### src/rtl/cache_write_buffer.sv
// -----------------------------------------------------------------------------
// cache_write_buffer
//
// Posted-write FIFO between a cache core and a downstream AXI-style write
// channel. The core pushes one word (address, data, byte strobes) per cycle.
// The head entry is presented downstream and is popped only once its write
// has completed. While the head write is in flight, the entry still counts in
// the level, so the buffer reports empty only after every write has finished.
//
// Ports
//   clk         in   clock, rising-edge active
//   reset       in   asynchronous, active-high reset
//   push        in   write request from the cache core
//   push_addr   in   word address [FE_ADDR_W-1:FE_BYTE_W]
//   push_wdata  in   write data
//   push_wstrb  in   byte strobes
//   full        out  buffer holds 2**DEPTH_W entries
//   empty       out  nothing stored or in flight
//   level       out  number of stored entries, in-flight head included
//   mem_valid   out  request to the downstream write channel
//   mem_addr    out  head entry address
//   mem_wdata   out  head entry data
//   mem_wstrb   out  head entry strobes
//   mem_ready   in   downstream ready: accept when idle, one-cycle pulse on
//                    a successful write response
// -----------------------------------------------------------------------------
module cache_write_buffer #(
  parameter int FE_ADDR_W = 32,
  parameter int FE_DATA_W = 32,
  parameter int FE_NBYTES = FE_DATA_W / 8,
  parameter int FE_BYTE_W = $clog2(FE_NBYTES),
  parameter int DEPTH_W   = 4
) (
  input  logic                       clk,
  input  logic                       reset,
  input  logic                       push,
  input  logic [FE_ADDR_W-FE_BYTE_W-1:0] push_addr,
  input  logic [FE_DATA_W-1:0]       push_wdata,
  input  logic [FE_NBYTES-1:0]       push_wstrb,
  output logic                       full,
  output logic                       empty,
  output logic [DEPTH_W:0]           level,
  output logic                       mem_valid,
  output logic [FE_ADDR_W-FE_BYTE_W-1:0] mem_addr,
  output logic [FE_DATA_W-1:0]       mem_wdata,
  output logic [FE_NBYTES-1:0]       mem_wstrb,
  input  logic                       mem_ready
);

  localparam int AW    = FE_ADDR_W - FE_BYTE_W;
  localparam int DEPTH = 1 << DEPTH_W;

  localparam logic [0:0] IDLE = 1'b0;
  localparam logic [0:0] BUSY = 1'b1;

  localparam logic [DEPTH_W:0]   LVL_ONE  = 1;
  localparam logic [DEPTH_W:0]   LVL_TWO  = 2;
  localparam logic [DEPTH_W:0]   LVL_FULL = {1'b1, {DEPTH_W{1'b0}}};
  localparam logic [DEPTH_W-1:0] PTR_ONE  = 1;

  logic [0:0]         state_q, state_d;
  logic [DEPTH_W-1:0] head_q, head_d;
  logic [DEPTH_W-1:0] tail_q, tail_d;
  logic [DEPTH_W:0]   level_q, level_d;

  logic [AW-1:0]        addr_mem  [DEPTH];
  logic [FE_DATA_W-1:0] wdata_mem [DEPTH];
  logic [FE_NBYTES-1:0] wstrb_mem [DEPTH];

  logic push_acc;
  logic pop;
  logic two_or_more;

  assign full        = (level_q == LVL_FULL);
  assign empty       = (level_q == '0);
  assign level       = level_q;
  assign two_or_more = (level_q >= LVL_TWO);

  // Full is taken from the pre-edge level, so a slot freed by a completion
  // in this same cycle cannot be refilled until the next cycle.
  assign push_acc = push & ~full;
  // Only a ready seen while a write is in flight is a completion.
  assign pop      = (state_q == BUSY) & mem_ready;

  assign mem_addr  = addr_mem[head_q];
  assign mem_wdata = wdata_mem[head_q];
  assign mem_wstrb = wstrb_mem[head_q];

  // In BUSY the head is already in flight; mem_valid then announces that a
  // further entry will be ready to go the moment the head completes.
  always_comb begin
    mem_valid = 1'b0;
    state_d   = state_q;
    case (state_q)
      IDLE: begin
        mem_valid = ~empty;
        if (~empty && mem_ready) begin
          state_d = BUSY;
        end
      end
      BUSY: begin
        mem_valid = two_or_more;
        if (mem_ready) begin
          state_d = two_or_more ? BUSY : IDLE;
        end
      end
      default: begin
        state_d = IDLE;
      end
    endcase
  end

  always_comb begin
    head_d  = head_q;
    tail_d  = tail_q;
    level_d = level_q;
    if (push_acc) begin
      tail_d = tail_q + PTR_ONE;
    end
    if (pop) begin
      head_d = head_q + PTR_ONE;
    end
    case ({push_acc, pop})
      2'b10:   level_d = level_q + LVL_ONE;
      2'b01:   level_d = level_q - LVL_ONE;
      default: level_d = level_q;
    endcase
  end

  // Reset is expected to be released synchronously to clk by the
  // surrounding reset network; assertion takes effect immediately.
  always_ff @(posedge clk or posedge reset) begin
    if (reset) begin
      state_q <= IDLE;
      head_q  <= '0;
      tail_q  <= '0;
      level_q <= '0;
    end else begin
      state_q <= state_d;
      head_q  <= head_d;
      tail_q  <= tail_d;
      level_q <= level_d;
    end
  end

  // Storage is deliberately left unreset; its contents are only observed
  // through the head while the buffer is non-empty.
  always_ff @(posedge clk) begin
    if (push_acc) begin
      addr_mem[tail_q]  <= push_addr;
      wdata_mem[tail_q] <= push_wdata;
      wstrb_mem[tail_q] <= push_wstrb;
    end
  end

endmodule

### config.mk
export PLATFORM = sky130hd
export DESIGN_NAME = cache_write_buffer
export DESIGN_NICKNAME = d
export VERILOG_FILES = /design/src/rtl/cache_write_buffer.sv
export SDC_FILE = /design/constraint.sdc
export NUM_CORES = 1
export LEC_CHECK = 0
export ABC_AREA = 1
export BUFFER_PORTS_ARGS = -buffer_cell sky130_fd_sc_hd__buf_4
export CORE_UTILIZATION = 45
export DETAILED_ROUTE_END_ITERATION = 7
export PLACE_DENSITY = 0.72
export SYNTH_ARGS = -nofsm -noshare
export SYNTH_HDL_FRONTEND = slang
export SYNTH_SLANG_ARGS = --single-unit
### constraint.sdc
create_clock -name clk -period 4.49 [get_ports clk]
set_input_delay 0.2245 -clock clk [delete_from_list [all_inputs] [get_ports clk]]
set_output_delay 0.2245 -clock clk [all_outputs]
set_load 0.005 [all_outputs]
==> results of run 1 <==
state kept, by name, summed over array words and instances, names as in the netlist:
signal     count
addr_mem     480
head_q         4
level          5
state_q        1
tail_q         4
wdata_mem    512
wstrb_mem     64
kinds of logic (layout without fill, tap and decap cells):
group	count (synthesis)	in the layout	synth area share [%]
xor+xnor	7	7	0.140
flops	1070	1070	73.2
simple gates	993	993	9.67
fa+ha+maj	9	9	0.257
compound gates	603	603	9.53
buf+inv	768	1015	7.21
mux	1	1	0.0257
other cells	0	2	0
where the power goes:
part / leakage, nW / switching, mW / internal, mW / total (mW)
logic: 7.21 / 6.74 / 3.51 / 10.2
clock network: 1.60 / 3.63 / 4.72 / 8.35
registers: 9.70 / 0.464 / 12.0 / 12.5
path summary, 6_finish.rpt:
| path | slack [ns] | end | depth (start not counted) | from |
|---|---|---|---|---|
| worst max register to register | 1.56 | wdata_mem[15][4] | 9 | level[1] |
| max in group asynchronous | 3.84 | head_q[2] | 3 | reset |
| worst min-delay path | 0.08 | tail_q[0] | 3 | push |
| worst min register to register | 0.55 | level[3] | 2 | level[3] |
| min in group asynchronous | 0.18 | head_q[3] | 3 | reset |
| worst max-delay path | 0.90 | mem_wdata[21] | 7 | head_q[1] |
critical path, cell delays in order (launching register included):
cell	delay (ns)
dfrtp_4	0.71
inv_8	0.56
buf_4	0.50
o211ai_1	0.18
nand3_1	0.11
nand3_1	0.09
nand2_1	0.20
buf_4	0.14
cells in the final DEF, fill, tap and decap left out, types with 14 or more instances in the layout:
cell              n
edfxtp_1       1056
dlygate4sd3_1    68
clkbuf_16       106
a21oi_1          67
clkinv_1         24
clkinv_2         21
clkbuf_1         20
buf_12           14
o211ai_1        462
nor2_4           16
o21ai_0          73
inv_1           546
buf_4           197
nand2_1         565
nand3_1         404
area by class of cell:
cell class	count	area, sq um
antenna	2	5.00
clock buffer	126	2730
clock inverter	61	513
fill	7814	46400
inverter	549	2080
multi-input combinational	1613	8720
sequential	1070	32100
tap	1276	1600
timing repair buffer	279	2440
through the flow:
stage	hold slack [ns]	total power, mW	area [sq um]	setup slack, ns
2_1_floorplan	0.114	19.2	43800	0.163
5_1_grt	0.0889	32.7	50200	0.759
3_3_place_gp	0.343	22.7	46200	1.54
4_1_cts	0.0726	31.3	50100	0.888
3_5_place_dp	0.344	22.9	46200	1.55
6_report	0.0765	31.1	50200	0.898
layer usage:
metal | vias up | track usage [%]
li1 | 12597 | -
met1 | 13184 | 25.8
met2 | 839 | 34.2
met3 | 178 | 3.07
met4 | 8 | 6.33
met5 | - | 0
==> flow_summary.ini, run 1 <==
[finish]
drive_gt1_share_pct = 10.2
layout.cells.non_filler = 4976
final_nets = 3696
fin_util_pct = 51.9
syn_to_final_growth_pct = 14.5

[global_routing]
grt_overflow = 0
grt.total_usage_pct = 19.9
grt_pass1_vias = 25917
grt_max_degree = 135
antenna_found_initial = 6
grt_pass1_wl_microns = 150000

[clock_network]
clock_path_buffers = 3
cts_setup_buffers = 0
cts_buffers = 104
cts_tree = done
cts.sinks = 1070
cts-root-buf = clkbuf_16
clock_latency_ns = 0.69
path_clk_slew_ns = 0.06
htreeDepth = 3
cts_resized = 0
cts_hold_buf = 68

[yosys]
synth_edf_count = 1056
ys.flop_type = edfxtp_1
synthCells = 3451
avgSynthCellArea_sq_um = 12.7
ys_warn_count = 0
synth-seq-cells = 1070
yosysTopAreaCellShare_pct = 72.4
syn_nets = 3530
synth_area_leaders = edfxtp_1, o211ai_1, nand2_1, inv_1, nand3_1
ys_seq_area_share_pct = 73.2
async_flop_share_pct = 1.31
synth_area_sq_um = 43800
synth_common_cells = edfxtp_1, nand2_1, inv_1
synth_most_common_cell = edfxtp_1
yosys.area.top_type = edfxtp_1
ys_types = 22

[drt]
antenna_left = 0
first_pass_iters = 6
drc = 0
via_count = 26806
dr_wl_met3_microns = 6220
wl_per_cell_microns = 19.8
wl_met1_microns = 40600
routed.top_layer = met5
drt_wl_total_microns = 98500
wl_met2_microns = 49400
viasPerCell = 5.39
drtIter0Drc = 2592

[placement]
dp.cells = 4719
dp_hpwl_microns = 52200
io_buffers = 143
gp_routability_congestion = 0.766

[floorplanning]
ios = 144
die_height_microns = 314
initial_core_util_pct = 45.4
dieArea_sq_um = 98600
die_w_microns = 314
core_area_sq_um = 96600
num_rows = 114

[sta]
fin_skew_ns = 0.0195
post-route-min-period_ns = 3.59
setup_viol = 0
slew_headroom_pct = 23.4
tns_ns = 0
tightest_slew_ns = 1.15
fmax_ghz = 0.278
hold_viol_final = 0
rsz0062_at_grt = no
period_share_pct = 80.0
drv_slew = 0

[power_and_ir_drop]
power_leakage_nw = 18.5
ir_worst_vdd_mv = 0.428
cellPowerDensity_nw_per_um2 = 619

[worst_setup_path]
crit_fanout = 97
end_kind = output port
worstSetupPathType = reg -> out
cp.arrival_ns = 3.37
cp-start-kind = flop
required_ns = 4.27

[hold_path]
hp-class = in -> reg

[status]
status = complete, no violations

[job]
maxCapViolCount = 0
Power figures use the tool's default switching activity.
==> inputs of run 2 (changes only) <==
- clock period: 4.49 -> 3 ns (I/O delays scaled with it)
==> flow_summary.ini, run 2 (synthesized netlist as in run 1, its figures left out) <==
[status]
status = complete, no violations

[drt]
first_pass_iters = 6
drt_wl_total_microns = 98600
drc = 0
antenna_left = 0
via_count = 26806
drtIter0Drc = 2683
wl_per_cell_microns = 19.7
viasPerCell = 5.37

[worst_setup_path]
reg2reg_to = addr_mem[13][26]
r2r_cells = 9
cp.arrival_ns = 2.66
cp-start-kind = flop
worstSetupPathType = reg -> out
end_kind = output port
reg2reg_slack_ns = 0.63
required_ns = 2.85
rr_startpoint = level[1]
crit_fanout = 156

[clock_network]
path_clk_slew_ns = 0.07
cts.sinks = 1070
clock_path_buffers = 3
cts_tree = done
cts-root-buf = clkbuf_16
cts_resized = 0
cts_buffers = 105
htreeDepth = 3
clock_latency_ns = 0.68

[sta]
slew_headroom_pct = 36.6
hold_viol_final = 0
drv_slew = 0
post-route-min-period_ns = 2.81
period_share_pct = 93.5
fin_skew_ns = 0.0291
rsz0062_at_grt = no
setup_viol = 0
tightest_slew_ns = 0.951
fmax_ghz = 0.356

[floorplanning]
core_area_sq_um = 96600
num_rows = 114
dieArea_sq_um = 98600
ios = 144
die_height_microns = 314
initial_core_util_pct = 45.4
die_w_microns = 314

[finish]
drive_gt1_share_pct = 10.6
reg.largest.list = wdata_mem: 512 flops, addr_mem: 480 flops, wstrb_mem: 64 flops
final_common_cell = edfxtp_1
top_register = wdata_mem
final_nets = 3715
diodes = 0
syn_to_final_growth_pct = 15.7
fin_util_pct = 52.5
largest_reg_flops = 512
final_cell_mix = edfxtp_1, nand2_1, inv_1

[hold_path]
whs_endpoint = tail_q[0]
hp-start = push
hold_depth = 4
hp-class = in -> reg

[global_routing]
grt_pass1_vias = 25678
grt_pass1_wl_microns = 151000
grt_overflow = 0
antenna_found_initial = 0
grt_max_degree = 157
grt.total_usage_pct = 19.9

[power_and_ir_drop]
power_leakage_nw = 18.7
power_mw = 47.2
ir_worst_vdd_mv = 0.928
cellPowerDensity_nw_per_um2 = 931

[placement]
gp_routability_congestion = 0.755
io_buffers = 143
dp_hpwl_microns = 53200

[job]
maxCapViolCount = 0
## run 2: cell count changes in the layout (fill, tap and decap cells not counted), sizes merged
cell | previous run | this run
buf | 211 | 229
clkbuf | 126 | 130
bufinv | 7 | 5
clkinvlp | 1 | 3
diode | 2 | 0
clkinv | 48 | 49
inv | 554 | 553
## run 2: routing by layer
metal	global-route usage, %	wire [microns]	vias up
met5	0	0	-
li1	-	-	12652
met2	32.6	47800	916
met3	3.00	6350	147
met4	6.34	2470	0
met1	27.3	42000	13091
## run 2: final cells by class
| cell class | count | area (sq um) |
|---|---|---|
| Clock inverter | 61 | 505 |
| Fill cell | 7732 | 45900 |
| Timing Repair Buffer | 297 | 2970 |
| Tap cell | 1276 | 1600 |
| Multi-Input combinational cell | 1613 | 8720 |
| Inverter | 549 | 2080 |
| Sequential cell | 1070 | 32100 |
| Clock buffer | 130 | 2740 |
## run 2: metrics by stage
stage	hold WS (ns)	instance area [sq um]	worst slack [ns]	cells	setup TNS (ns)
after detailed placement	0.321	46700	0.638	4732	0
after CTS	0.00261	50600	0.0594	4992	0
after global placement	0.311	46700	0.686	4732	0
final	0.0232	50700	0.194	4996	0
after global routing	0.0393	50700	0.00368	4996	0
after floorplan	0.0392	43900	-0.267	3451	-281.62
## run 2: worst max path at each step
stage               from                to  slack (ns)  cells after the start
2_1_floorplan   level[1]    addr_mem[0][0]       -0.27                      8
3_3_place_gp    level[1]  addr_mem[12][23]        0.69                      9
3_5_place_dp    level[1]  addr_mem[13][25]        0.64                      9
4_1_cts        head_q[0]     mem_wdata[14]        0.06                      8
5_1_grt        head_q[1]      mem_wdata[1]       0.004                      6
6_report       head_q[1]      mem_wdata[7]        0.19                      6
## run 2: where the power goes
part | leakage, nW | switching [mW] | internal, mW
Sequential | 9.70 | 0.407 | 17.9
Clock | 1.58 | 5.52 | 6.94
Combinational | 7.41 | 10.5 | 5.82
## run 2: worst max-delay path: stages, from the launching register on
cell and delay, ns:
dfrtp_4 0.49, buf_12 0.48, o211ai_1 0.25, nand3_1 0.13
nand3_1 0.10, nand2_1 0.12, buf_4 0.11
## run 2: what timing repair did
action                                  4_1_cts  5_1_grt
endpoints found under the hold margin      1073        0
setup buffers                                 1        4
endpoints found under the setup margin        1        1
hold buffers                                 68        0
